## src/rtl/arm_pkg.sv

```systemverilog
// -----------------------------------------------------------------------------
// arm_pkg
// Definitions shared by the ALU, the main decoder and the conditional-execution
// logic:
//   - COND_* : encodings of the 4-bit Instr[31:28] condition field
//   - FLAG_* : bit positions of N, Z, C and V inside a {N,Z,C,V} flag vector
//   - nzcv_t : named view of a flag vector
//   - helper functions for field slicing and packing of flag vectors
// -----------------------------------------------------------------------------
package arm_pkg;

    // Condition field encodings
    localparam logic [3:0] COND_EQ = 4'h0;
    localparam logic [3:0] COND_NE = 4'h1;
    localparam logic [3:0] COND_CS = 4'h2;
    localparam logic [3:0] COND_CC = 4'h3;
    localparam logic [3:0] COND_MI = 4'h4;
    localparam logic [3:0] COND_PL = 4'h5;
    localparam logic [3:0] COND_VS = 4'h6;
    localparam logic [3:0] COND_VC = 4'h7;
    localparam logic [3:0] COND_HI = 4'h8;
    localparam logic [3:0] COND_LS = 4'h9;
    localparam logic [3:0] COND_GE = 4'hA;
    localparam logic [3:0] COND_LT = 4'hB;
    localparam logic [3:0] COND_GT = 4'hC;
    localparam logic [3:0] COND_LE = 4'hD;
    localparam logic [3:0] COND_AL = 4'hE;
    // Encoding 4'hF has no mnemonic; it is treated as always-execute.
    localparam logic [3:0] COND_NV = 4'hF;

    // Flag bit positions in a {N,Z,C,V} vector
    localparam int FLAG_N = 3;
    localparam int FLAG_Z = 2;
    localparam int FLAG_C = 1;
    localparam int FLAG_V = 0;

    // Named view of a flag vector; member order matches {N,Z,C,V}
    typedef struct packed {
        logic n;
        logic z;
        logic c;
        logic v;
    } nzcv_t;

    // N,Z field of a flag vector
    function automatic logic [1:0] nz_field(input logic [3:0] flags);
        return {flags[FLAG_N], flags[FLAG_Z]};
    endfunction

    // C,V field of a flag vector
    function automatic logic [1:0] cv_field(input logic [3:0] flags);
        return {flags[FLAG_C], flags[FLAG_V]};
    endfunction

    // Reassemble the two fields into a {N,Z,C,V} vector
    function automatic logic [3:0] pack_flags(input logic [1:0] nz,
                                              input logic [1:0] cv);
        return {nz, cv};
    endfunction

endpackage : arm_pkg

```

## src/rtl/cond_check.sv

```systemverilog
// -----------------------------------------------------------------------------
// cond_check
// Purely combinational evaluation of an instruction condition field against
// the architectural flags. C is carry-out / no-borrow, so HI means unsigned
// greater-than after a compare.
// Ports:
//   cond     in  4  Instr[31:28] condition field
//   flags    in  4  {N,Z,C,V}
//   cond_ex  out 1  1 when the instruction is to execute
// Every one of the 16 encodings drives a known value; 4'hF executes always.
// -----------------------------------------------------------------------------
module cond_check
    import arm_pkg::*;
(
    input  logic [3:0] cond,
    input  logic [3:0] flags,
    output logic       cond_ex
);

    nzcv_t f_s;
    logic  ge_s;

    assign f_s  = nzcv_t'(flags);
    // Signed greater-or-equal: N equals V
    assign ge_s = (f_s.n == f_s.v);

    // Condition decode
    always_comb begin
        cond_ex = 1'b1;
        case (cond)
            COND_EQ: cond_ex = f_s.z;
            COND_NE: cond_ex = ~f_s.z;
            COND_CS: cond_ex = f_s.c;
            COND_CC: cond_ex = ~f_s.c;
            COND_MI: cond_ex = f_s.n;
            COND_PL: cond_ex = ~f_s.n;
            COND_VS: cond_ex = f_s.v;
            COND_VC: cond_ex = ~f_s.v;
            COND_HI: cond_ex = f_s.c & ~f_s.z;
            COND_LS: cond_ex = ~f_s.c | f_s.z;
            COND_GE: cond_ex = ge_s;
            COND_LT: cond_ex = ~ge_s;
            COND_GT: cond_ex = ~f_s.z & ge_s;
            COND_LE: cond_ex = f_s.z | ~ge_s;
            COND_AL: cond_ex = 1'b1;
            COND_NV: cond_ex = 1'b1;
            default: cond_ex = 1'b1;
        endcase
    end

endmodule : cond_check

```

## src/rtl/cond_logic.sv

```systemverilog
// -----------------------------------------------------------------------------
// cond_logic
// Conditional-execution unit. Holds the architectural NZCV flags, evaluates
// each instruction's condition field against them and gates the decoder's
// write strobes.
// Parameters:
//   RESET_FLAGS  {N,Z,C,V} loaded by reset
// Ports:
//   clk       in  1  rising-edge clock
//   reset     in  1  asynchronous active-high reset of the flag register
//   Cond      in  4  Instr[31:28]
//   ALUFlags  in  4  {N,Z,C,V} produced by the ALU for this instruction
//   FlagW     in  2  [1] requests N,Z update; [0] requests C,V update
//   PCS       in  1  instruction writes the PC
//   RegW      in  1  instruction writes a register
//   MemW      in  1  instruction writes memory
//   NoWrite   in  1  compare-class op; never writes its destination register
//   PCSrc     out 1  PCS gated by CondEx
//   RegWrite  out 1  RegW gated by CondEx and NoWrite
//   MemWrite  out 1  MemW gated by CondEx
//   CondEx    out 1  condition passed against the registered flags
//   Flags     out 4  registered {N,Z,C,V}
// The gated outputs are combinational so the datapath sees them in the same
// cycle. Flags written by an instruction are first tested by the next one;
// there is deliberately no bypass from ALUFlags to the condition check.
// -----------------------------------------------------------------------------
module cond_logic
    import arm_pkg::*;
#(
    parameter logic [3:0] RESET_FLAGS = 4'b0000
) (
    input  logic       clk,
    input  logic       reset,
    input  logic [3:0] Cond,
    input  logic [3:0] ALUFlags,
    input  logic [1:0] FlagW,
    input  logic       PCS,
    input  logic       RegW,
    input  logic       MemW,
    input  logic       NoWrite,
    output logic       PCSrc,
    output logic       RegWrite,
    output logic       MemWrite,
    output logic       CondEx,
    output logic [3:0] Flags
);

    localparam logic [1:0] RESET_NZ = nz_field(RESET_FLAGS);
    localparam logic [1:0] RESET_CV = cv_field(RESET_FLAGS);

    logic [1:0] nz_r;
    logic [1:0] cv_r;
    logic [3:0] flags_s;
    logic       cond_ex_s;
    logic       nz_we_s;
    logic       cv_we_s;

    assign flags_s = pack_flags(nz_r, cv_r);

    cond_check u_cond_check (
        .cond    (Cond),
        .flags   (flags_s),
        .cond_ex (cond_ex_s)
    );

    // A failed condition blocks flag writes exactly like it blocks strobes
    assign nz_we_s = cond_ex_s & FlagW[1];
    assign cv_we_s = cond_ex_s & FlagW[0];

    // N,Z flag field register
    always_ff @(posedge clk or posedge reset) begin
        if (reset) begin
            nz_r <= RESET_NZ;
        end else if (nz_we_s) begin
            nz_r <= nz_field(ALUFlags);
        end else begin
            nz_r <= nz_r;
        end
    end

    // C,V flag field register
    always_ff @(posedge clk or posedge reset) begin
        if (reset) begin
            cv_r <= RESET_CV;
        end else if (cv_we_s) begin
            cv_r <= cv_field(ALUFlags);
        end else begin
            cv_r <= cv_r;
        end
    end

    // Strobe gating
    always_comb begin
        PCSrc    = PCS & cond_ex_s;
        RegWrite = RegW & cond_ex_s & ~NoWrite;
        MemWrite = MemW & cond_ex_s;
        CondEx   = cond_ex_s;
        Flags    = flags_s;
    end

endmodule : cond_logic

```

## config.mk

```make
export PLATFORM = sky130hd
export DESIGN_NAME = cond_logic
export DESIGN_NICKNAME = d
export VERILOG_FILES = /design/src/rtl/arm_pkg.sv /design/src/rtl/cond_check.sv /design/src/rtl/cond_logic.sv
export SDC_FILE = /design/constraint.sdc
export NUM_CORES = 1
export LEC_CHECK = 0
export CAP_MARGIN = 10
export CELL_PAD_IN_SITES_DETAIL_PLACEMENT = 0
export CELL_PAD_IN_SITES_GLOBAL_PLACEMENT = 1
export CORE_MARGIN = 8
export CORE_UTILIZATION = 28
export DETAILED_ROUTE_END_ITERATION = 7
export PLACE_DENSITY_LB_ADDON = 0.3
export SYNTH_ARGS = -nofsm -noshare
export SYNTH_HDL_FRONTEND = slang
export SYNTH_SLANG_ARGS = --single-unit
```

## constraint.sdc

```tcl
create_clock -name clk -period 5 [get_ports clk]
set_input_delay 1 -clock clk [delete_from_list [all_inputs] [get_ports clk]]
set_output_delay 1 -clock clk [all_outputs]
set_load 0.1 [all_outputs]
```

==> summary.md <==
| Metric | Value |
|---|---|
| Cell Int Power | between 100 and 150 uW |
| Status | complete, no violations |
| Total number of vias | 466 |
| Max Cap Viol | 0 |
| Vias in the first global route | approximately 450 |
| Detailed-placement wirelength estimate | 1017 um |
| Clock Latency Late Sink | between 200 and 250 ps |
| Hold Crit Class | reg2reg |
| Place WS | 903.8 ps |
| Overflow after GRT | 0 |
| Rows | 14 |
| Post-route cell area | 683.2 sq um |
| Antenna cells | 0 |
| Chip width | 56.05 um |
| Routability cong. | 0.7150 |
| TritonCTS Sinks | 4 |
| Nature of the critical path endpoint | primary output |
| Worst-path clk slew | around 30 ps |
| First-pass GRT wire length | between 1500 and 2000 um |
| Final Setup Violations | 0 |
| Number of flops mapped to enable cells by yosys | 0 |
| Skew final | 0.3102 ps |
| CTS buffer count | 3 |
| Slew Limit Fails | 0 |
| Synthesized flop and latch total | 4 |
| Largest net degree at the start of global routing | 13 |
| Core area | between 0.0015 and 0.002 sq mm |
| Hold_buf cts | 0 |
| Worst Reg-to-Reg Cells | 5 |
| Critical path class | in2out |
| Clock Path Buffers | 2 |
| CP startpoint | Cond[3] |
| Fin worst setup slack | slightly below 900 ps |
| Hold Fails Final Rpt | 0 |
| First-pass DRT Iterations | 4 |
| Max Clk Rate | 243.6 MHz |
| Die area | 0.003142 sq mm |
| Share of flip-flops with an asynchronous set or reset | 100.0% |
| Area grow syn2layout | 52.09% |
| Peak supply drop | 0.2243 mV |
| Initial Util | about 30% |
| Setup_tns | 0 ps |
| Routed Antenna Nets | 0 |
| Sw Pwr | between 150 and 200 uW |
| Fin nets | 92 |
| Library cells used by synthesis | 29 |
| Power share of the combinational group | 68.9% |
| Max Fanout on Critical Path | 12 |
| Worst-Margin Slew | between 900 and 1000 ps |
| Clock power share | 12.0% |
| Ratio of cells with drive above 1 in the final layout | 14.86% |
| Yosys warns | 0 |
| Root buf cell | clkbuf_4 |
| Post-synthesis sequential area ratio | between 20% and 30% |
| Avg Cell Area, Syn | 8.475 sq um |
| Vias per cell | 5.178 |
| HP Start | cv_r[1] |
| Worst-path cell chain | clkdlybuf4s50_1 > or4b_1 > nand4_1 > o41ai_2 > a31oi_2 > and3b_1 > buf_4 |
| Min Tclk post-route | 4105 ps |
| Worst EP arrival | around 3100 ps |
| Final period util | 82.11% |
| Critical path depth | 7 |
| GR Util All Layers | 7.337% |
| Slew Limit Headroom | 34.70% |
| H-tree levels | 1 |
| Most frequent cells in the layout | clkdlybuf4s50_1 (19), inv_1 (5), nand2_1 (4), dfrtp_1 (4), buf_4 (4) |
| Leak Pwr | about 0.3 nW |
| Cells after synthesis | 53 |
| Ports | 24 |
| Reg power frac | 19.1% |
| WHS Path Cells | 1 |
| Switch share | 57.40% |
| Reg-to-reg startpoint | nz_r[1] |
| CP Buf/Inv Count | 2 |
| Crit path largest cell delay | 590 ps |
| Syn Nets | slightly below 70 |
| Drt total wl | 1224 um |
| Initial DRC count | 8 |
| Power per Cell Area | 462.7 mW/mm^2 |
| CP top delay family | buffers and inverters |
| Area of placed instances | roughly 660 sq um |
| Fin cells | 90 |
| Critical Path Slowest Stage Cell | clkdlybuf4s50_1 |
| Post-CTS Setup Inserts | 0 |
| CP Launch Type | primary input |
| Post-CTS Resized | 0 |
| WP data required | 4000 ps |
| DRC | 0 |
| Die Y | 56.05 um |
| Synthesized cell area | 449.2 sq um |
| Number of instances in the placed design | 87 |
| Antenna violations before repair | 0 |
| CTS tree | built |
| RSZ-0062 raised after global routing | no |
| Synth Flop Type | dfrtp_1 |
| Most common cell after layout, fill and taps aside | clkdlybuf4s50_1 |
| I/O Buffers | 23 |
| DR WL/cell | 13.60 um |
Yosys cell counts, drive strengths merged, types with 2 or more instances:
cell type / count / area share [%]
and2: 2 / 2.8
buf: 4 / 6.7
a22oi: 2 / 3.3
dfrtp: 4 / 22
and3b: 3 / 5.9
mux2: 3 / 7.5
mux2i: 2 / 4.5
inv: 5 / 4.2
nor2: 2 / 1.7
a31oi: 4 / 5.6
or4b: 2 / 4.5
nand2: 4 / 3.3
power by group through the flow:
stage	Combinational (mW)	Clock [mW]	Sequential [mW]
6_report	0.218	0.0379	0.0605
5_1_grt	0.226	0.0418	0.0638
4_1_cts	0.219	0.0394	0.0613
3_5_place_dp	0.219	0	0.0619
3_3_place_gp	0.218	0	0.0620
2_1_floorplan	0.104	0	0.127
cell type report:
cell class / count / area (sq um)
tap: 16 / 20.02
sequential: 4 / 100.1
timing repair buffer: 23 / 220.2
clock buffer: 3 / 22.52
multi-input combinational: 39 / 301.5
fill: 154 / 823.3
inverter: 5 / 18.77
logic make-up (layout without fill, tap and decap cells):
logic type	count (synthesis)	after routing	share of synthesized area, %
muxes	5	5	11.98
xor gates and xnor gates	2	2	3.900
DFF	4	4	22.29
AOI/OAI and AO/OA	11	11	20.06
buffers and inverters	10	31	11.98
and+or+nand+nor	21	21	29.81
per-stage QoR:
stage          total power [mW]  hold slack, ps  util (%)
3_3_place_gp             0.2802           578.4     43.85
6_report                 0.3161           576.0     45.35
5_1_grt                  0.3316           618.2     45.35
3_5_place_dp             0.2808           580.8     43.85
2_1_floorplan            0.2310           766.1         -
4_1_cts                  0.3200           588.3     45.35
final timing paths:
kind	slack, ps	to
min reg2reg	580	cv_r[1]
max in group asynchronous	3900	cv_r[0]
max reg2reg	2960	nz_r[1]
min	580	cv_r[1]
min in group asynchronous	950	nz_r[1]
max	890	RegWrite
routing by layer:
layer,routed length (um),vias up,GRT usage [%]
met3,78,0,3.653
met2,646,9,13.79
li1,-,237,-
met1,499,220,6.692
met5,0,-,0
met4,0,0,2.062
flip-flops by register name, indices dropped and copies added (netlist names):
| name | count |
|---|---|
| nz_r | 2 |
| cv_r | 2 |
worst register-to-register path: cells and delay by family, from the launching register on:
kind	cells	cell delay (ps)
flip-flops	1	460
AO/OA/AOI/OAI	2	450
AND/OR/NAND/NOR	2	660
multiplexers	1	350
Power figures use the tool's default switching activity.
